===== config.mk =====
export PLATFORM = sky130hd
export DESIGN_NAME = multicycle_add_sub
export DESIGN_NICKNAME = d
export VERILOG_FILES = /design/src/rtl/multicycle_add_sub.sv
export SDC_FILE = /design/constraint.sdc
export NUM_CORES = 1
export LEC_CHECK = 0
export ABC_AREA = 1
export BUFFER_PORTS_ARGS = -buffer_cell sky130_fd_sc_hd__buf_2
export CAP_MARGIN = 20
export CORE_MARGIN = 2
export CORE_UTILIZATION = 55
export DETAILED_ROUTE_END_ITERATION = 10
export HOLD_SLACK_MARGIN = 0.15
export PLACE_DENSITY = 0.9
export SKIP_LAST_GASP = 1
export SYNTH_ARGS = -nofsm -noshare
export SYNTH_HDL_FRONTEND = slang
export SYNTH_SLANG_ARGS = --single-unit

===== constraint.sdc =====
create_clock -name clk -period 3.4 [get_ports clk]
set_input_delay 0 -clock clk [delete_from_list [all_inputs] [get_ports clk]]
set_output_delay 0 -clock clk [all_outputs]
set_load 0.05 [all_outputs]

===== src/rtl/multicycle_add_sub.sv =====
// rtl/multicycle_add_sub.sv - chunked sequential adder/subtractor
// Processes CHUNK bits per clock; carry is held in a register between chunks.
module multicycle_add_sub #(
  parameter int N     = 16,
  parameter int CHUNK = 4
) (
  input  logic         clk,
  input  logic         rst,
  input  logic         start,
  input  logic         mode,
  input  logic [N-1:0] a,
  input  logic [N-1:0] b,
  input  logic         cin,
  output logic         busy,
  output logic         done,
  output logic [N-1:0] sum,
  output logic         cout,
  output logic         ovf
);

  localparam int NCHUNK = N / CHUNK;
  localparam int IW     = (NCHUNK > 1) ? $clog2(NCHUNK) : 1;
  localparam logic [IW-1:0] LAST_IDX = IW'(NCHUNK - 1);
  localparam logic [N-1:0]  CHUNK_MASK = N'({CHUNK{1'b1}});

  generate
    if ((N % CHUNK) != 0) begin : g_bad_chunk
      $error("multicycle_add_sub: N must be a multiple of CHUNK");
    end
  endgenerate

  typedef enum logic [1:0] {
    S_IDLE = 2'd0,
    S_RUN  = 2'd1,
    S_DONE = 2'd2
  } state_t;

  state_t          r_state;
  logic [N-1:0]    r_a;
  logic [N-1:0]    r_b;
  logic            r_carry;
  logic [IW-1:0]   r_idx;
  logic [N-1:0]    r_res;

  logic [31:0]     w_shift;
  logic [N-1:0]    w_a_sh;
  logic [N-1:0]    w_b_sh;
  logic [CHUNK:0]  w_chunk_sum;
  logic [N-1:0]    w_res_next;
  logic            w_ovf_next;
  logic            w_accept;

  // Current chunk is selected by shifting the operands down by idx*CHUNK.
  always_comb begin
    w_shift     = 32'(r_idx) * 32'(CHUNK);
    w_a_sh      = r_a >> w_shift;
    w_b_sh      = r_b >> w_shift;
    w_chunk_sum = {1'b0, w_a_sh[CHUNK-1:0]} + {1'b0, w_b_sh[CHUNK-1:0]}
                + (CHUNK+1)'(r_carry);
    w_res_next  = (r_res & ~(CHUNK_MASK << w_shift))
                | (N'(w_chunk_sum[CHUNK-1:0]) << w_shift);
    w_ovf_next  = (r_a[N-1] == r_b[N-1]) && (w_res_next[N-1] != r_a[N-1]);
  end

  assign w_accept = start && !busy;

  always_ff @(posedge clk) begin
    if (rst) begin
      r_state <= S_IDLE;
      r_a     <= '0;
      r_b     <= '0;
      r_carry <= 1'b0;
      r_idx   <= '0;
      r_res   <= '0;
      busy    <= 1'b0;
      done    <= 1'b0;
      sum     <= '0;
      cout    <= 1'b0;
      ovf     <= 1'b0;
    end else begin
      case (r_state)
        S_IDLE, S_DONE: begin
          done <= 1'b0;
          if (w_accept) begin
            // Subtraction is a + ~b + 1, so b is inverted once at accept.
            r_a     <= a;
            r_b     <= b ^ {N{mode}};
            r_carry <= mode ? 1'b1 : cin;
            r_idx   <= '0;
            r_res   <= '0;
            busy    <= 1'b1;
            r_state <= S_RUN;
          end else begin
            r_state <= S_IDLE;
          end
        end
        S_RUN: begin
          r_res   <= w_res_next;
          r_carry <= w_chunk_sum[CHUNK];
          if (r_idx == LAST_IDX) begin
            sum     <= w_res_next;
            cout    <= w_chunk_sum[CHUNK];
            ovf     <= w_ovf_next;
            busy    <= 1'b0;
            done    <= 1'b1;
            r_state <= S_DONE;
          end else begin
            r_idx <= r_idx + 1'b1;
          end
        end
        default: begin
          busy    <= 1'b0;
          done    <= 1'b0;
          r_state <= S_IDLE;
        end
      endcase
    end
  end

endmodule


==> results.sh, run 1 <==
export IMPL_rr_worst_depth=10
export IMPL_die_h_um=80.0
export IMPL_synth_flop_cell="dfxtp_1"
export IMPL_clk_pin_slew_worst_paths_ns=0.08
export IMPL_peakVddDrop_uv=285
export IMPL_syn_area_um2=3170
export IMPL_hp_class="in -> reg"
export IMPL_grt_max_degree=40
export IMPL_outcome="finished clean"
export IMPL_yosys_warnings=0
export IMPL_holdPathStages=3
export IMPL_finalSetupTns_ns=0
export IMPL_clk_latency_ns=0.36
export IMPL_ys_async_sr_fraction=0
export IMPL_synth_top_cell_by_area="dfxtp_1"
export IMPL_avgRoutedWirePerCell_um=14.2
export IMPL_dr_pass1_iters=5
export IMPL_yosys_top_cells_area="dfxtp_1, nand2_1, a21oi_1"
export IMPL_htree_num_levels=3
export IMPL_syn2layout_area_growth_pct=25.7
export IMPL_synth_most_common_cell="nand2_1"
export IMPL_crit_path_max_fanout=15
export IMPL_start_util=0.573
export IMPL_die_w_um=80.0
export IMPL_grt_first_pass_wirelength_um=13200
export IMPL_cts_resized_gates=0
export IMPL_yosys_register_bits=70
export IMPL_slew_viol_final=0
export IMPL_cts_sink_count=70
export IMPL_hold_viol=0
export IMPL_finalWeightedCongestion=0.920
export IMPL_core_area_um2=5540
export IMPL_dp_cells=526
export IMPL_arrival_ns=2.94
export IMPL_layout_drive_gt1_share=0.175
export IMPL_final_cells=576
export IMPL_clock_fmax_ghz=0.374
export IMPL_antenna_found_initial=1
export IMPL_r2r_end="sum[2]"
export IMPL_wl_um=8170
export IMPL_ios=57
export IMPL_synth_seq_area_share=0.441
export IMPL_hp_start="rst"
export IMPL_drt_initial_drc_count=266
export IMPL_r2r_slack_ns=0.72
export IMPL_crit_buf_inv=2
export IMPL_dieArea_um2=6400
export IMPL_grt_pass1_vias=2967
export IMPL_post_cts_buffers=0
export IMPL_crit_path_cell_trace="inv_1 -> o21ai_0 -> o22ai_1 -> fa_1 -> fa_1 -> or2_2 -> nand3_1 -> o22ai_1 -> o21ai_1 -> inv_1"
export IMPL_remaining_drc_errors=0
export IMPL_overflow=0
export IMPL_max_slew_margin=0.410
export IMPL_critPathSlowestCell="fa_1"
export IMPL_core_rowCount=27
export IMPL_track_usage=0.269
export IMPL_cts_max_path_buffers=2
export IMPL_cp_top_family="adder cells"
export IMPL_dpl_hpwl_um=5110
export IMPL_finalSetupViolations=0
export IMPL_power_density_nw_per_um2=486
export IMPL_synth_edf_count=0
export IMPL_r2r_start="r_idx[0]"
export IMPL_cts_root_buffer="clkbuf_8"
export IMPL_synth_top_area_share=0.441
export IMPL_leakagePower_nw=1.77
export IMPL_vias_per_cell=5.47
export IMPL_critical_path_max_stage_delay_ns=0.45
export IMPL_io_buffer_count=56
export IMPL_ctsHoldBuffers=33
export IMPL_fin_crit_ns=2.68
export IMPL_postSynthAreaPerCell_um2=7.61
export IMPL_syn_nets=463
export IMPL_endpoint_kind="register"
export IMPL_cts_tree="yes"
export IMPL_whs_endpoint="r_state[0]"
export IMPL_yosysUniqueCellTypes=33
export IMPL_cts_buffers=9
export IMPL_max_cap_violations=0
export IMPL_fin_crit_sh=0.787
export IMPL_worstMarginPinSlew_ns=0.884
export IMPL_clock_skew_final_ns=0.00734
export IMPL_crit_type="reg -> reg"
export IMPL_via_count=3151
export IMPL_start_kind="register"
export IMPL_rsz0062_at_grt="false"
export IMPL_final_nets=544
export IMPL_ant_nets=0
export IMPL_cp_required_ns=3.66
export IMPL_synthCells=417
export IMPL_synthTopCellsByCount="nand2_1, dfxtp_1, a21oi_1, o21ai_0, inv_1"
## worst reg2reg max path, stage by stage (launching register included)
cell and delay [ns]:
dfxtp_1 0.34, inv_1 0.18, o21ai_0 0.35, o22ai_1 0.17
fa_1 0.45, fa_1 0.40, or2_2 0.33, nand3_1 0.10
o22ai_1 0.09, o21ai_1 0.13, inv_1 0.04
## logic make-up (layout without fill, tap and decap cells)
logic type	count (synthesis)	in the layout	synth area share
xor gates and xnor gates	16	16	0.0441
and+or+nand+nor	149	149	0.202
DFF	70	70	0.441
other	0	1	0
AOI/OAI and AO/OA	113	113	0.192
adders and majority gates	9	9	0.0402
buffers and inverters	60	146	0.0796
## layout by cell type, fill, tap and decap left out, types with 2 or more instances in the layout
| cell type | synthesis | layout |
|---|---|---|
| a21oi_1 | 43 | 43 |
| buf_2 | 10 | 56 |
| buf_4 | 2 | 6 |
| clkbuf_8 | 0 | 9 |
| clkinv_2 | 0 | 4 |
| clkinvlp_4 | 0 | 2 |
| dfxtp_1 | 70 | 70 |
| dlygate4sd3_1 | 0 | 33 |
| fa_1 | 2 | 2 |
| ha_1 | 7 | 7 |
| inv_1 | 30 | 30 |
| inv_2 | 4 | 4 |
| nand2_1 | 94 | 94 |
| nand3_1 | 17 | 17 |
| nand4_1 | 3 | 3 |
| nor2_1 | 27 | 27 |
| nor2_8 | 2 | 2 |
| o21ai_0 | 36 | 36 |
| o21ai_1 | 8 | 8 |
| o22ai_1 | 19 | 19 |
| o32ai_1 | 2 | 2 |
| xor2_1 | 16 | 16 |
## flip-flops by register name, summed over array words and instances, names as in the netlist, 2 cells and up
signal / cells
sum: 16
r_idx: 2
r_a: 16
r_state: 2
r_b: 16
r_res: 13
## per-stage QoR
stage	util	setup WS, ns	total power (W)	hold slack (ns)	instance area [um^2]
6_report	0.720	0.724	0.00194	0.215	3990
5_1_grt	0.720	0.616	0.00202	0.214	3990
4_1_cts	0.720	0.975	0.00193	0.180	3990
3_5_place_dp	0.626	0.980	0.00126	0.256	3470
3_3_place_gp	0.626	1.00	0.00125	0.251	3470
2_1_floorplan	-	0.900	0.00117	0.144	3170
## report_power, final
part	total, W	switching [W]	internal [W]
clock network	0.000653	0.000320	0.000333
logic	0.000399	0.000246	0.000153
registers	0.000889	0.0000256	0.000863
total	0.00194	0.000591	0.00135
## per-layer routing
layer  vias to the layer above  routed length, um  global-route usage
met2                       140               3980               0.448
met5                         -                  0                   0
met3                        26                558              0.0509
met1                      1446               3310               0.319
met4                         0                318               0.166
li1                       1539                  -                   -
## final cells by class
cell class | count | area [um^2]
Inverter | 35 | 131
Tap cell | 72 | 90.1
Timing Repair Buffer | 95 | 656
Fill cell | 415 | 1550
Clock inverter | 7 | 65.1
Sequential cell | 70 | 1400
Multi-Input combinational cell | 287 | 1520
Clock buffer | 9 | 124
Antenna cell | 1 | 2.50
## worst max-delay path by stage
stage	slack [ns]	startpoint	cells after the start	endpoint
after floorplan	0.90	r_idx[1]	12	sum[2]
after global placement	1.00	r_idx[0]	10	sum[2]
after detailed placement	0.98	r_idx[0]	10	sum[2]
after CTS	0.97	r_idx[0]	10	sum[2]
after global routing	0.62	r_idx[0]	10	sum[2]
final	0.72	r_idx[0]	10	sum[2]
Power figures use the tool's default switching activity.
==> inputs of run 2 (changes only) <==
- clock period: 3.4 -> 2.7 ns (I/O delays scaled with it)
==> run 2 against run 1 <==
  * Clock power grew 10%
  * Wire length grew 3.7%
  * Critical path depth is the same
  * Via count grew 1.0%
  * Fmax grew 6.3%
  * Register-to-register slack lost 0.54 ns
  * Combinational power grew 28%
  * Final cell count is the same
  * Largest power group unchanged
==> results.sh, run 2 (synthesis gave the netlist of run 1 again) <==
export IMPL_max_cap_violations=0
export IMPL_finalWeightedCongestion=0.917
export IMPL_fin_area_um2=3980
export IMPL_arrival_ns=2.76
export IMPL_core_area_um2=5540
export IMPL_rr_worst_depth=10
export IMPL_max_slew_margin=0.590
export IMPL_core_rowCount=27
export IMPL_cts_max_path_buffers=2
export IMPL_r2r_slack_ns=0.18
export IMPL_cp_top_family="adder cells"
export IMPL_syn2layout_area_growth_pct=25.3
export IMPL_ios=57
export IMPL_clkPwrFrac=0.306
export IMPL_dp_cells=529
export IMPL_cts_sink_count=70
export IMPL_setup_ws_ns=0.183
export IMPL_crit_path_max_fanout=11
export IMPL_overflow=0
export IMPL_final_common_cell="nand2_1"
export IMPL_dr_pass1_iters=5
export IMPL_die_h_um=80.0
export IMPL_clk_latency_ns=0.35
export IMPL_wl_met1_um=3420
export IMPL_rsz0062_at_grt="false"
export IMPL_drt_initial_drc_count=312
export IMPL_wl_um=8470
export IMPL_diodes=0
export IMPL_slew_viol_final=0
export IMPL_hp_start="start"
export IMPL_crit_type="reg -> reg"
export IMPL_grt_max_degree=39
export IMPL_start_util=0.573
export IMPL_finalSetupViolations=0
export IMPL_r2r_start="r_idx[1]"
export IMPL_outcome="finished clean"
export IMPL_dieArea_um2=6400
export IMPL_leakagePower_nw=1.77
export IMPL_p_sw_w=0.000724
export IMPL_io_buffer_count=56
export IMPL_fin_crit_ns=2.52
export IMPL_die_w_um=80.0
export IMPL_holdPathStages=4
export IMPL_grt_first_pass_wirelength_um=13600
export IMPL_internal_power_w=0.00163
export IMPL_crit_path_cell_trace="inv_2 -> o21ai_1 -> o22ai_1 -> fa_1 -> fa_1 -> or2_2 -> nand3_1 -> o22ai_1 -> o21ai_1 -> inv_1"
export IMPL_reg_largest_list="r_a x16, r_b x16, sum x16"
export IMPL_finalSetupTns_ns=0
export IMPL_cp_required_ns=2.94
export IMPL_sw_frac_of_total=0.307
export IMPL_avgRoutedWirePerCell_um=14.7
export IMPL_cts_root_buffer="clkbuf_8"
export IMPL_layout_drive_gt1_share=0.181
export IMPL_track_usage=0.275
export IMPL_endpoint_kind="register"
export IMPL_worstMarginPinSlew_ns=0.611
export IMPL_remaining_drc_errors=0
export IMPL_hp_class="in -> reg"
export IMPL_placed_cell_area_um2=3490
export IMPL_wl_met3_um=527
export IMPL_power_frac_comb=0.217
export IMPL_grt_pass1_vias=3019
export IMPL_critical_path_max_stage_delay_ns=0.45
export IMPL_whs_endpoint="r_carry"
export IMPL_vias_per_cell=5.53
export IMPL_power_density_nw_per_um2=592
export IMPL_antenna_found_initial=0
export IMPL_met2_wirelength_um=4200
export IMPL_clk_pin_slew_worst_paths_ns=0.07
export IMPL_r2r_end="sum[2]"
export IMPL_critPathSlowestCell="fa_1"
export IMPL_seq_power_share=0.477
export IMPL_ant_nets=0
export IMPL_via_count=3184
export IMPL_final_cell_mix="nand2_1, dfxtp_1, buf_2"
export IMPL_fin_crit_sh=0.932
export IMPL_htree_num_levels=3
export IMPL_start_kind="register"
export IMPL_hold_viol=0
export IMPL_final_nets=547
export IMPL_maxUsedRoutingLayer="met4"
export IMPL_post_cts_buffers=0
export IMPL_clock_skew_final_ns=0.0101
export IMPL_cts_buffers=9
export IMPL_dp_slack_ns=0.133
export IMPL_dpl_hpwl_um=5420
export IMPL_cts_tree="yes"
export IMPL_clock_fmax_ghz=0.397
export IMPL_peakVddDrop_uv=336
export IMPL_final_cells=576
export IMPL_crit_buf_inv=2
## run 2: cell types whose count changed in the layout (fill, tap and decap cells not counted)
cell	change
dfxtp_2	+2
bufinv_16	-1
diode_2	-1
clkinv_2	-2
buf_4	+3
o21ai_0	-1
clkinvlp_4	-2
inv_1	-2
clkbuf_1	+2
o21ai_1	+1
dfxtp_1	-2
inv_2	+2
clkbuf_8	+1
## run 2: layout make-up
class / instances / area [um^2]
Fill cell: 429 / 1560
Multi-Input combinational cell: 287 / 1520
Sequential cell: 70 / 1400
Timing Repair Buffer: 98 / 678
Clock buffer: 12 / 145
Inverter: 35 / 131
Tap cell: 72 / 90.1
Clock inverter: 2 / 10.0
## run 2: worst max-delay path by stage
| stage | endpoint | depth (start not counted) | slack (ns) | start |
|---|---|---|---|---|
| 2_1_floorplan | sum[2] | 12 | 0.20 | r_idx[1] |
| 3_3_place_gp | sum[2] | 10 | 0.25 | r_idx[1] |
| 3_5_place_dp | sum[2] | 10 | 0.13 | r_idx[1] |
| 4_1_cts | sum[2] | 10 | 0.02 | r_idx[1] |
| 5_1_grt | sum[2] | 10 | 0.04 | r_idx[0] |
| 6_report | sum[2] | 10 | 0.18 | r_idx[1] |
## run 2: metrics by stage
step	util	hold WS, ns	total power, W
after global routing	0.718	0.195	0.00245
final	0.718	0.172	0.00236
after floorplan	-	0.144	0.00147
after global placement	0.630	0.252	0.00158
after detailed placement	0.630	0.254	0.00159
after CTS	0.718	0.166	0.00232
## run 2: worst register-to-register path: cells and delay by family, from the launching register on
family | cells | cell delay, ns
adders and majority gates | 2 | 0.87
AOI/OAI and AO/OA | 4 | 0.48
and+or+nand+nor | 2 | 0.45
DFF | 1 | 0.44
buffers and inverters | 2 | 0.17
## run 2: power by group through the flow
stage                     Combinational (W)  Sequential, W  Clock (W)
after CTS                          0.000495        0.00112   0.000706
after global placement             0.000435        0.00114          0
final                              0.000511        0.00113   0.000721
after floorplan                    0.000332        0.00114          0
after global routing               0.000568        0.00113   0.000749
after detailed placement           0.000450        0.00114          0
## run 2: timing repair
item,CTS,global route
gates resized for setup,0,5
hold buffers,33,0
endpoints found under the hold margin,33,0
endpoints found under the setup margin,0,8
## run 2: routing by layer
layer / track usage / up-vias
met2: 0.470 / 156
met1: 0.319 / 1444
met4: 0.171 / 0
met3: 0.0430 / 41
li1: - / 1543
met5: 0 / -
